### config.mk
export PLATFORM = sky130hd
export DESIGN_NAME = rng_table_reader_flat
export DESIGN_NICKNAME = d
export VERILOG_FILES = /design/src/rtl/rng_pkg.sv /design/src/rtl/rng_table_reader_if.sv /design/src/rtl/rng_table_reader.sv /design/src/flat_wrapper.sv
export SDC_FILE = /design/constraint.sdc
export NUM_CORES = 1
export LEC_CHECK = 0
export ABC_CLOCK_PERIOD_IN_PS = 6580
export CAP_MARGIN = 15
export CELL_PAD_IN_SITES_DETAIL_PLACEMENT = 2
export CELL_PAD_IN_SITES_GLOBAL_PLACEMENT = 2
export CORE_AREA = 10 10 152 154
export DETAILED_ROUTE_END_ITERATION = 8
export DIE_AREA = 0 0 162 164
export GPL_ROUTABILITY_DRIVEN = 0
export PLACE_DENSITY = 0.93
export SETUP_SLACK_MARGIN = 0.3
export SLEW_MARGIN = 20
export SYNTH_ARGS = -nofsm -noshare
export SYNTH_HDL_FRONTEND = slang
export SYNTH_SLANG_ARGS = --single-unit
### constraint.sdc
create_clock -name clk -period 6.58 [get_ports clk]
set_input_delay 1.974 -clock clk [delete_from_list [all_inputs] [get_ports clk]]
set_output_delay 1.974 -clock clk [all_outputs]
set_load 0.02 [all_outputs]
### src/rtl/rng_pkg.sv
//==============================================================================
// Module      : rng_pkg
// Description : Shared constants and state encoding for the uniform RNG
//               table reader (address/data widths, count width, FSM states).
// Revision    : 1.0 - initial release
//==============================================================================
`default_nettype none

package rng_pkg;

   // default table geometry: 1024 entries of 32-bit words
   localparam int unsigned c_aw_default = 10;
   localparam int unsigned c_dw_default = 32;

   // width of the delivered-results counter (wraps naturally)
   localparam int unsigned c_cnt_w = 16;

   // reader FSM states, in issue order
   typedef enum logic [2:0] {
      IDLE = 3'd0,
      RD_P = 3'd1,
      RD_Q = 3'd2,
      RD_R = 3'd3,
      RD_S = 3'd4,
      LAST = 3'd5,
      WB   = 3'd6,
      OUT  = 3'd7
   } state_e;

endpackage : rng_pkg

`default_nettype wire

### src/rtl/rng_table_reader_if.sv
//==============================================================================
// Module      : rng_table_reader_if
// Description : Bundle of the table reader's address-quad input handshake,
//               single-port RAM bus and result output handshake.
//               master = address generator / RAM / downstream side,
//               slave  = the table reader itself.
// Revision    : 1.0 - initial release
//==============================================================================
`default_nettype none

interface rng_table_reader_if
   import rng_pkg::*;
#(
   parameter int unsigned AW = c_aw_default,
   parameter int unsigned DW = c_dw_default
);

   // address quad from the address generator
   logic                in_valid;
   logic                in_ready;
   logic [AW-1:0]       p_addr;
   logic [AW-1:0]       q_addr;
   logic [AW-1:0]       r_addr;
   logic [AW-1:0]       s_addr;

   // single-port synchronous RAM
   logic [AW-1:0]       mem_addr;
   logic                mem_rd_en;
   logic                mem_wr_en;
   logic [DW-1:0]       mem_wdata;
   logic [DW-1:0]       mem_rdata;

   // random word output
   logic                out_valid;
   logic                out_ready;
   logic [DW-1:0]       out_data;
   logic [c_cnt_w-1:0]  num_count;

   modport master (
      output in_valid, p_addr, q_addr, r_addr, s_addr,
      output mem_rdata,
      output out_ready,
      input  in_ready,
      input  mem_addr, mem_rd_en, mem_wr_en, mem_wdata,
      input  out_valid, out_data, num_count
   );

   modport slave (
      input  in_valid, p_addr, q_addr, r_addr, s_addr,
      input  mem_rdata,
      input  out_ready,
      output in_ready,
      output mem_addr, mem_rd_en, mem_wr_en, mem_wdata,
      output out_valid, out_data, num_count
   );

endinterface : rng_table_reader_if

`default_nettype wire

### src/rtl/rng_table_reader.sv
//==============================================================================
// Module      : rng_table_reader
// Description : Reads four table words T[p], T[q], T[r], T[s] from a
//               single-port synchronous RAM, combines them as
//               ((T[p] + T[q]) ^ T[r]) + T[s], optionally writes the result
//               back into slot p, and delivers it over valid/ready.
//               Macro RNG_WRITEBACK_EN : when defined, the WB state writes the
//               result back to T[p]; when undefined, WB is skipped and the
//               RAM write strobe/data are tied low.
// Revision    : 1.0 - initial release
//==============================================================================
`default_nettype none

module rng_table_reader
   import rng_pkg::*;
#(
   parameter int unsigned AW = c_aw_default,
   parameter int unsigned DW = c_dw_default
) (
   input  logic                clk,
   input  logic                reset,
   rng_table_reader_if.slave   bus
);

   // state encodings kept as plain vectors for legacy tools
   localparam logic [2:0] c_idle = IDLE;
   localparam logic [2:0] c_rd_p = RD_P;
   localparam logic [2:0] c_rd_q = RD_Q;
   localparam logic [2:0] c_rd_r = RD_R;
   localparam logic [2:0] c_rd_s = RD_S;
   localparam logic [2:0] c_last = LAST;
`ifdef RNG_WRITEBACK_EN
   localparam logic [2:0] c_wb   = WB;
`endif
   localparam logic [2:0] c_out  = OUT;

   localparam logic [c_cnt_w-1:0] c_cnt_one = 1;

   logic [2:0]          r_state;
   logic [2:0]          w_state_nxt;
   logic [AW-1:0]       r_p;
   logic [AW-1:0]       r_q;
   logic [AW-1:0]       r_r;
   logic [AW-1:0]       r_s;
   logic [DW-1:0]       r_acc;
   logic [c_cnt_w-1:0]  r_count;
   logic                w_accept;
   logic                w_deliver;

   // in_ready is forced low while reset is held so no quad slips in
   assign bus.in_ready = (r_state == c_idle) && !reset;
   assign w_accept     = bus.in_valid && bus.in_ready;
   assign w_deliver    = (r_state == c_out) && bus.out_ready;
   assign bus.num_count = r_count;

   // next-state: fixed read sequence, then optional write-back, then hold in OUT
   always_comb begin
      w_state_nxt = r_state;
      case (r_state)
         c_idle: if (w_accept) w_state_nxt = c_rd_p;
         c_rd_p: w_state_nxt = c_rd_q;
         c_rd_q: w_state_nxt = c_rd_r;
         c_rd_r: w_state_nxt = c_rd_s;
         c_rd_s: w_state_nxt = c_last;
`ifdef RNG_WRITEBACK_EN
         c_last: w_state_nxt = c_wb;
         c_wb:   w_state_nxt = c_out;
`else
         c_last: w_state_nxt = c_out;
`endif
         c_out:  if (bus.out_ready) w_state_nxt = c_idle;
         default: w_state_nxt = c_idle;
      endcase
   end

   // state register; reset abandons any in-flight quad before its write-back
   always_ff @(posedge clk or posedge reset) begin
      if (reset) r_state <= c_idle;
      else       r_state <= w_state_nxt;
   end

   // capture the address quad on accept
   always_ff @(posedge clk or posedge reset) begin
      if (reset) begin
         r_p <= '0;
         r_q <= '0;
         r_r <= '0;
         r_s <= '0;
      end else if (w_accept) begin
         r_p <= bus.p_addr;
         r_q <= bus.q_addr;
         r_r <= bus.r_addr;
         r_s <= bus.s_addr;
      end
   end

   // fold each returning RAM word into the accumulator (read data lags by one state)
   always_ff @(posedge clk or posedge reset) begin
      if (reset) begin
         r_acc <= '0;
      end else begin
         case (r_state)
            c_rd_q:  r_acc <= bus.mem_rdata;
            c_rd_r:  r_acc <= r_acc + bus.mem_rdata;
            c_rd_s:  r_acc <= r_acc ^ bus.mem_rdata;
            c_last:  r_acc <= r_acc + bus.mem_rdata;
            default: r_acc <= r_acc;
         endcase
      end
   end

   // count delivered results
   always_ff @(posedge clk or posedge reset) begin
      if (reset)          r_count <= '0;
      else if (w_deliver) r_count <= r_count + c_cnt_one;
   end

   // RAM strobes and output drive decoded from state; everything idles at zero
   always_comb begin
      bus.mem_addr  = '0;
      bus.mem_rd_en = 1'b0;
      bus.mem_wr_en = 1'b0;
      bus.mem_wdata = '0;
      bus.out_valid = 1'b0;
      bus.out_data  = '0;
      case (r_state)
         c_rd_p: begin
            bus.mem_rd_en = 1'b1;
            bus.mem_addr  = r_p;
         end
         c_rd_q: begin
            bus.mem_rd_en = 1'b1;
            bus.mem_addr  = r_q;
         end
         c_rd_r: begin
            bus.mem_rd_en = 1'b1;
            bus.mem_addr  = r_r;
         end
         c_rd_s: begin
            bus.mem_rd_en = 1'b1;
            bus.mem_addr  = r_s;
         end
`ifdef RNG_WRITEBACK_EN
         c_wb: begin
            bus.mem_wr_en = 1'b1;
            bus.mem_addr  = r_p;
            bus.mem_wdata = r_acc;
         end
`endif
         c_out: begin
            bus.out_valid = 1'b1;
            bus.out_data  = r_acc;
         end
         default: begin
            bus.mem_addr  = '0;
         end
      endcase
   end

endmodule : rng_table_reader

`default_nettype wire

### src/flat_wrapper.sv
// flat-port wrapper written by rule: the top's interface ports become plain ports
module rng_table_reader_flat import rng_pkg::*;
#(
   parameter int unsigned AW = c_aw_default,
   parameter int unsigned DW = c_dw_default
)
  (clk, reset, bus_in_valid, bus_p_addr, bus_q_addr, bus_r_addr, bus_s_addr, bus_mem_rdata, bus_out_ready, bus_in_ready, bus_mem_addr, bus_mem_rd_en, bus_mem_wr_en, bus_mem_wdata, bus_out_valid, bus_out_data, bus_num_count);
  rng_table_reader_if #(.AW(AW), .DW(DW)) bus_i ();
  input  logic clk;
  input  logic reset;
  input wire logic [$bits(bus_i.in_valid)-1:0] bus_in_valid;
  input wire logic [$bits(bus_i.p_addr)-1:0] bus_p_addr;
  input wire logic [$bits(bus_i.q_addr)-1:0] bus_q_addr;
  input wire logic [$bits(bus_i.r_addr)-1:0] bus_r_addr;
  input wire logic [$bits(bus_i.s_addr)-1:0] bus_s_addr;
  input wire logic [$bits(bus_i.mem_rdata)-1:0] bus_mem_rdata;
  input wire logic [$bits(bus_i.out_ready)-1:0] bus_out_ready;
  output wire logic [$bits(bus_i.in_ready)-1:0] bus_in_ready;
  output wire logic [$bits(bus_i.mem_addr)-1:0] bus_mem_addr;
  output wire logic [$bits(bus_i.mem_rd_en)-1:0] bus_mem_rd_en;
  output wire logic [$bits(bus_i.mem_wr_en)-1:0] bus_mem_wr_en;
  output wire logic [$bits(bus_i.mem_wdata)-1:0] bus_mem_wdata;
  output wire logic [$bits(bus_i.out_valid)-1:0] bus_out_valid;
  output wire logic [$bits(bus_i.out_data)-1:0] bus_out_data;
  output wire logic [$bits(bus_i.num_count)-1:0] bus_num_count;
  assign bus_i.in_valid = bus_in_valid;
  assign bus_i.p_addr = bus_p_addr;
  assign bus_i.q_addr = bus_q_addr;
  assign bus_i.r_addr = bus_r_addr;
  assign bus_i.s_addr = bus_s_addr;
  assign bus_i.mem_rdata = bus_mem_rdata;
  assign bus_i.out_ready = bus_out_ready;
  assign bus_in_ready = bus_i.in_ready;
  assign bus_mem_addr = bus_i.mem_addr;
  assign bus_mem_rd_en = bus_i.mem_rd_en;
  assign bus_mem_wr_en = bus_i.mem_wr_en;
  assign bus_mem_wdata = bus_i.mem_wdata;
  assign bus_out_valid = bus_i.out_valid;
  assign bus_out_data = bus_i.out_data;
  assign bus_num_count = bus_i.num_count;
  rng_table_reader #(.AW(AW), .DW(DW)) u_core (.clk(clk), .reset(reset), .bus(bus_i));
endmodule
==> impl_metrics.ini, run 1 <==
[sta]
hold_viol = 0
skew_ps = 11.29
fin_setup_tns_ps = 0
setup_viol = 0
grt_setup_unrepaired = false
drv_slew = 0
fmax_ghz = 0.1834
setup_slack_ps = 1127
worst_slew_pin_slew_ps = 892.0
slew_headroom_pct = 40.31
layout_min_cycle_time_ps = 5453
period_share_pct = 82.87
worst_hold_slack_ps = 503.9

[cts]
cts_resized = 0
cts-root-buf = clkbuf_16
numCtsBuffers = 9
cts-htree-levels = 3
clkLatencyLatePin_ps = 350
post_cts_buffers = 0
clock-sinks = 91
cts_tree = built
cts_hold_buf = 0
clk_pin_slew_ps = 70
clockBufferDepth = 2

[placed_design]
dp_cells = 1056
pre_cts_ws_ps = 1092
hpwl_mm = 17.10
io_buffers = 136

[grt]
grt_max_degree = 57
grt_overflow = 0
grt_pass1_vias = 6435
grt_pass1_wl_mm = 36.18
antenna_found_initial = 1
gr-usage-all-layers_pct = 17.00

[floorplan]
die_w_um = 162
die_h_um = 164
rows = 52
io_pins = 170
die-area_um2 = 26570
core_area_um2 = 20040
start_util_pct = 31.67

[power]
p_per_area_nw_per_um2 = 497.3
power_frac_seq_pct = 24.9
p_total_mw = 4.072
clock_power_share_pct = 14.5
sw_frac_of_total_pct = 45.63
p_int_mw = 2.214
comb_power_share_pct = 60.6
power_leakage_nw = 3.469
switching_power_mw = 1.858
vdd_drop_max_mv = 0.1768

[logic_synthesis]
ys_seq_area_share_pct = 35.88
synthCells = 678
ys_warn_count = 0
synth_edf_count = 0
synth_cell_type_count = 55
synth.avg_cell_area_um2 = 9.362
ys_ff_latch = 91
synth_ff_type = dfrtp_1
syn_area_um2 = 6347
async_flop_share_pct = 100.0

[final_layout]
layout.nets = 906
synthToLayoutAreaGrowth_pct = 29.00
layoutNonFillerInstCount = 1073
mostFrequentLayoutCells = clkdlybuf4s50_1 (136), dfrtp_1 (90), a21oi_1 (49), nand2_1 (46), mux2_2 (46)
layout_commonest_cell = clkdlybuf4s50_1
final_layout_size_suffix_gt1_share_pct = 10.72

[routing]
wl_met3_mm = 1.456
viasPerCell = 5.159
top_layer_used = met4
drc = 0
drt-pass1-iter-count = 4
post_drt_wl_per_cell_um = 20.98
totalWireLength_mm = 22.51
drt_iter0_markers = 159
drtAntennaViolNets = 0
dr_wl_met2_mm = 11.73
vias = 5536
wl_met1_mm = 9.069

[critical_path]
crit_type = input pin to output pin
crit_required_ps = 4610
path_cells = clkdlybuf4s50_1 -> nor4_1 -> clkdlybuf4s50_1
start_kind = input pin
worstPathMaxFanout = 2
cp.arrival_ps = 3480
crit_family = buffers and inverters
end_kind = output pin
path_buf_inv = 2
max_stage_delay_ps = 700
cp_slowest_cell = clkdlybuf4s50_1
path_common_cell = clkdlybuf4s50_1

[job]
max_cap_violations = 0

[hold_path]
hold_path_class = flip-flop to flip-flop

[outcome]
status = finished clean
power by group through the flow:
stage	logic (mW)	clock network, mW	registers [mW]
final	2.47	0.590	1.01
after global routing	2.75	0.631	1.06
after CTS	2.51	0.607	1.02
after detailed placement	2.48	0	1.03
after global placement	2.36	0	1.00
after floorplan	1.74	0	0.943
per-stage QoR:
stage          area (µm²)  util [%]
2_1_floorplan        6467         -
3_3_place_gp         7858     39.21
3_5_place_dp         7858     39.21
4_1_cts              8182     40.83
5_1_grt              8188     40.86
6_report             8188     40.86
cell type report:
| type | count | area [µm²] |
|---|---|---|
| timing repair buffer | 146 | 1436 |
| tap | 270 | 337.8 |
| clock buffer | 9 | 225.2 |
| sequential | 91 | 2278 |
| clock inverter | 7 | 98.84 |
| antenna | 1 | 2.502 |
| inverter | 13 | 51.30 |
| multi-input combinational | 536 | 3757 |
| fill | 2224 | 11850 |
worst register-to-register path, stage by stage, from the launching register on:
cell and delay (ps):
dfrtp_1 390, ha_1 220, inv_1 70, fa_1 400, nor2b_1 140, o21ai_0 140, a21boi_1 280, o211ai_1 190
a21o_1 260, a31o_2 260, a31oi_1 320, a221oi_2 160, xor2_1 160, a221oi_1 290
layer usage:
metal / GRT usage, % / up-vias
li1: - / 2604
met1: 18.92 / 2792
met2: 31.02 / 122
met3: 5.156 / 18
met4: 4.094 / 0
met5: 0 / -
worst paths after layout:
path,start,end,slack (ps),cells after the start
max in group asynchronous,reset,u_core.r_state[1],3340,3
worst max-delay path,reset,bus_in_ready,1130,3
worst max register to register,u_core.r_acc[0],u_core.r_acc[26],3200,13
worst min register to register,u_core.r_acc[31],u_core.r_acc[31],500,1
worst min-delay path,u_core.r_acc[31],u_core.r_acc[31],500,1
min in group asynchronous,reset,u_core.r_r[2],2180,2
Yosys cell counts, drive strengths merged, types with 2 or more instances:
library cell   n  share of area, %
and4           2              0.28
clkbuf        28               1.7
nor3b          2              0.24
nor2b          8              0.79
nor2          43               2.5
o21ai         39               3.3
o211ai         3              0.35
a21o          17               2.0
or3            2              0.20
nand4          7              0.69
o22ai         20               2.0
a22oi         12               1.4
ha            32               6.3
inv           13              0.77
and2          34               3.4
nor4           2              0.20
a21oi         49               3.9
a311oi         4              0.93
and3           5              0.49
nand3         13               1.0
nand2b        10               1.1
buf           42               4.4
o21bai         3              0.35
o21a           2              0.35
xnor2         25               3.4
mux2i         26               4.1
a31oi          7              0.93
nand2         46               2.7
mux2          46               8.2
a221oi         9               1.3
a211oi         6              0.79
dfrtp         91                36
nor3           4              0.32
xor2          14               1.9
registers in the layout, summed over array words and instances, names as in the netlist:
register	flops
u_core.r_acc	32
u_core.r_q	10
u_core.r_r	10
u_core.bus.num_count	16
u_core.r_state	3
u_core.r_s	10
u_core.r_p	10
cell families after synthesis:
| family | Yosys count | synth area share [%] |
|---|---|---|
| buffers and inverters | 83 | 6.860 |
| xor gates and xnor gates | 39 | 5.381 |
| AOI/OAI and AO/OA | 180 | 18.86 |
| adders and majority gates | 33 | 6.623 |
| DFF | 91 | 35.88 |
| and+or+nand+nor | 179 | 14.07 |
| other | 1 | 0.05908 |
| muxes | 72 | 12.26 |
No activity file was read; power rests on OpenSTA's default activity.
==> run 2: changes to the inputs <==
--- a/config.mk
+++ b/config.mk
@@ -5,15 +5,15 @@
 export SDC_FILE = /design/constraint.sdc
 export NUM_CORES = 1
 export LEC_CHECK = 0
-export ABC_CLOCK_PERIOD_IN_PS = 6580
+export ABC_CLOCK_PERIOD_IN_PS = 4800
 export CAP_MARGIN = 15
 export CELL_PAD_IN_SITES_DETAIL_PLACEMENT = 2
 export CELL_PAD_IN_SITES_GLOBAL_PLACEMENT = 2
-export CORE_AREA = 10 10 152 154
+export CORE_AREA = 10 10 165 167
 export DETAILED_ROUTE_END_ITERATION = 8
-export DIE_AREA = 0 0 162 164
+export DIE_AREA = 0 0 175 177
 export GPL_ROUTABILITY_DRIVEN = 0
-export PLACE_DENSITY = 0.93
+export PLACE_DENSITY = 0.84
 export SETUP_SLACK_MARGIN = 0.3
 export SLEW_MARGIN = 20
 export SYNTH_ARGS = -nofsm -noshare
==> constraint.sdc (replaced) <==
create_clock -name clk -period 4.8 [get_ports clk]
set_input_delay 1.44 -clock clk [delete_from_list [all_inputs] [get_ports clk]]
set_output_delay 1.44 -clock clk [all_outputs]
set_load 0.02 [all_outputs]
==> run 2 against run 1 <==
  * Clock power grew 28%
  * Worst setup slack worse by 720 ps
  * Final cell count grew 5.7%
  * Register-to-register slack lost 1600 ps
  * Cell area grew 1.8%
  * Sequential share of layout area down 0.50 points
  * Wire length shrank 0.43%
  * Sequential cell count is the same
==> impl_metrics.ini, run 2 (synthesized netlist as in run 1, its figures left out) <==
[floorplan]
start_util_pct = 26.49
die_w_um = 175
die-area_um2 = 30980
io_pins = 170
rows = 57
die_h_um = 177
core_area_um2 = 23960

[placed_design]
io_buffers = 136
hpwl_mm = 16.92
pre_cts_ws_ps = -12.38
dp_cells = 1117

[sta]
setup_viol = 0
fmax_ghz = 0.2278
drv_slew = 0
worst_slew_pin_slew_ps = 849.4
setup_slack_ps = 410.2
hold_viol = 0
grt_setup_unrepaired = true
slew_headroom_pct = 43.38
skew_ps = 8.401
period_share_pct = 91.45
layout_min_cycle_time_ps = 4390

[cts]
cts-htree-levels = 3
clkLatencyLatePin_ps = 360
cts_tree = built
clockBufferDepth = 2
numCtsBuffers = 9
clk_pin_slew_ps = 80
clock-sinks = 91
cts_hold_buf = 0
cts-root-buf = clkbuf_16

[final_layout]
mostFrequentLayoutCells = clkdlybuf4s50_1 (136), dfrtp_1 (90), a21oi_1 (49), nand2_1 (46), mux2_2 (46)
layout_commonest_cell = clkdlybuf4s50_1
layout.nets = 914
multi_input_area_um2 = 3786
n_fill_cell = 2677
largest_reg_flops = 32
synthToLayoutAreaGrowth_pct = 31.34
final_layout_size_suffix_gt1_share_pct = 12.22
antenna_cells = 0
top_register = u_core.r_acc
layoutNonFillerInstCount = 1134
seqCellArea_um2 = 2278

[routing]
viasPerCell = 4.857
post_drt_wl_per_cell_um = 19.77
vias = 5508
totalWireLength_mm = 22.42
drt_iter0_markers = 137
drt-pass1-iter-count = 4
drc = 0
drtAntennaViolNets = 0

[outcome]
status = finished clean

[hold_path]
hold_path_class = flip-flop to flip-flop

[critical_path]
end_kind = flip-flop
worstPathMaxFanout = 3
crit_type = input pin to flip-flop
cp.arrival_ps = 4660
start_kind = input pin
crit_required_ps = 5070

[grt]
gr-usage-all-layers_pct = 14.31
grt_pass1_vias = 6162
grt_pass1_wl_mm = 35.58
grt_overflow = 0
grt_max_degree = 60
antenna_found_initial = 0

[power]
power_leakage_nw = 3.506
vdd_drop_max_mv = 0.2612
p_per_area_nw_per_um2 = 670.7

[job]
max_cap_violations = 0
==> run 2: power by group <==
group	internal (mW)	switching [mW]	total, mW
sequential	1.11	0.304	1.42
combinational	1.51	1.91	3.42
clock	0.385	0.369	0.754
==> run 2: path summary, 6_finish.rpt <==
| path | startpoint | to | slack (ps) | depth (start not counted) |
|---|---|---|---|---|
| setup / recovery | bus_mem_rdata[0] | u_core.r_acc[26] | 410 | 15 |
| hold reg to reg | u_core.bus.num_count[15] | u_core.bus.num_count[15] | 480 | 1 |
| min in group asynchronous | reset | u_core.r_p[4] | 1670 | 2 |
| max in group asynchronous | reset | u_core.r_p[6] | 2430 | 3 |
| setup reg to reg | u_core.r_acc[0] | u_core.r_acc[26] | 1590 | 14 |
| hold / removal | u_core.bus.num_count[15] | u_core.bus.num_count[15] | 480 | 1 |
==> run 2: cell type report <==
class	instances	area share, %
inverters	13	0.6153
clock inverters	6	0.8104
repair buffers	154	18.10
flip-flops and latches	91	27.33
well taps	324	4.863
clock buffers	10	2.867
multi-input cells	536	45.41
==> run 2: layer usage <==
layer,vias up,GRT usage (%),share of wire [%]
met5,-,0,0
met4,0,3.002,1.0
met3,14,5.185,7.2
met2,119,25.75,52
met1,2757,15.87,40
li1,2618,-,-
==> run 2: critical path, stage by stage <==
cell             delay, ps
clkdlybuf4s50_1        490
ha_2                   210
inv_1                   60
fa_1                   410
nor2b_1                130
o21ai_0                130
a21boi_2               260
o211ai_1               160
a21o_1                 240
a31o_2                 250
a31oi_2                170
buf_4                  150
a221oi_2                80
xor2_1                 170
a221oi_2               290
==> run 2: what timing repair did <==
action | 4_1_cts | 5_1_grt
resized for setup | 0 | 7
setup buffers | 0 | 1
endpoints found under the setup margin | 0 | 6
==> run 2: through the flow <==
| step | power [mW] | utilization, % | hold WS [ps] | area (µm²) | setup TNS (ps) |
|---|---|---|---|---|---|
| CTS | 5.660 | 34.63 | 483.2 | 8298 | 0 |
| global placement | 4.692 | 33.35 | 466.1 | 7991 | 0 |
| global route | 6.090 | 34.79 | 519.6 | 8337 | 0 |
| finish | 5.591 | 34.79 | 479.9 | 8337 | 0 |
| floorplan | 3.684 | - | 451.1 | 6467 | 0 |
| detailed placement | 4.862 | 33.35 | 469.4 | 7991 | -12.38 |
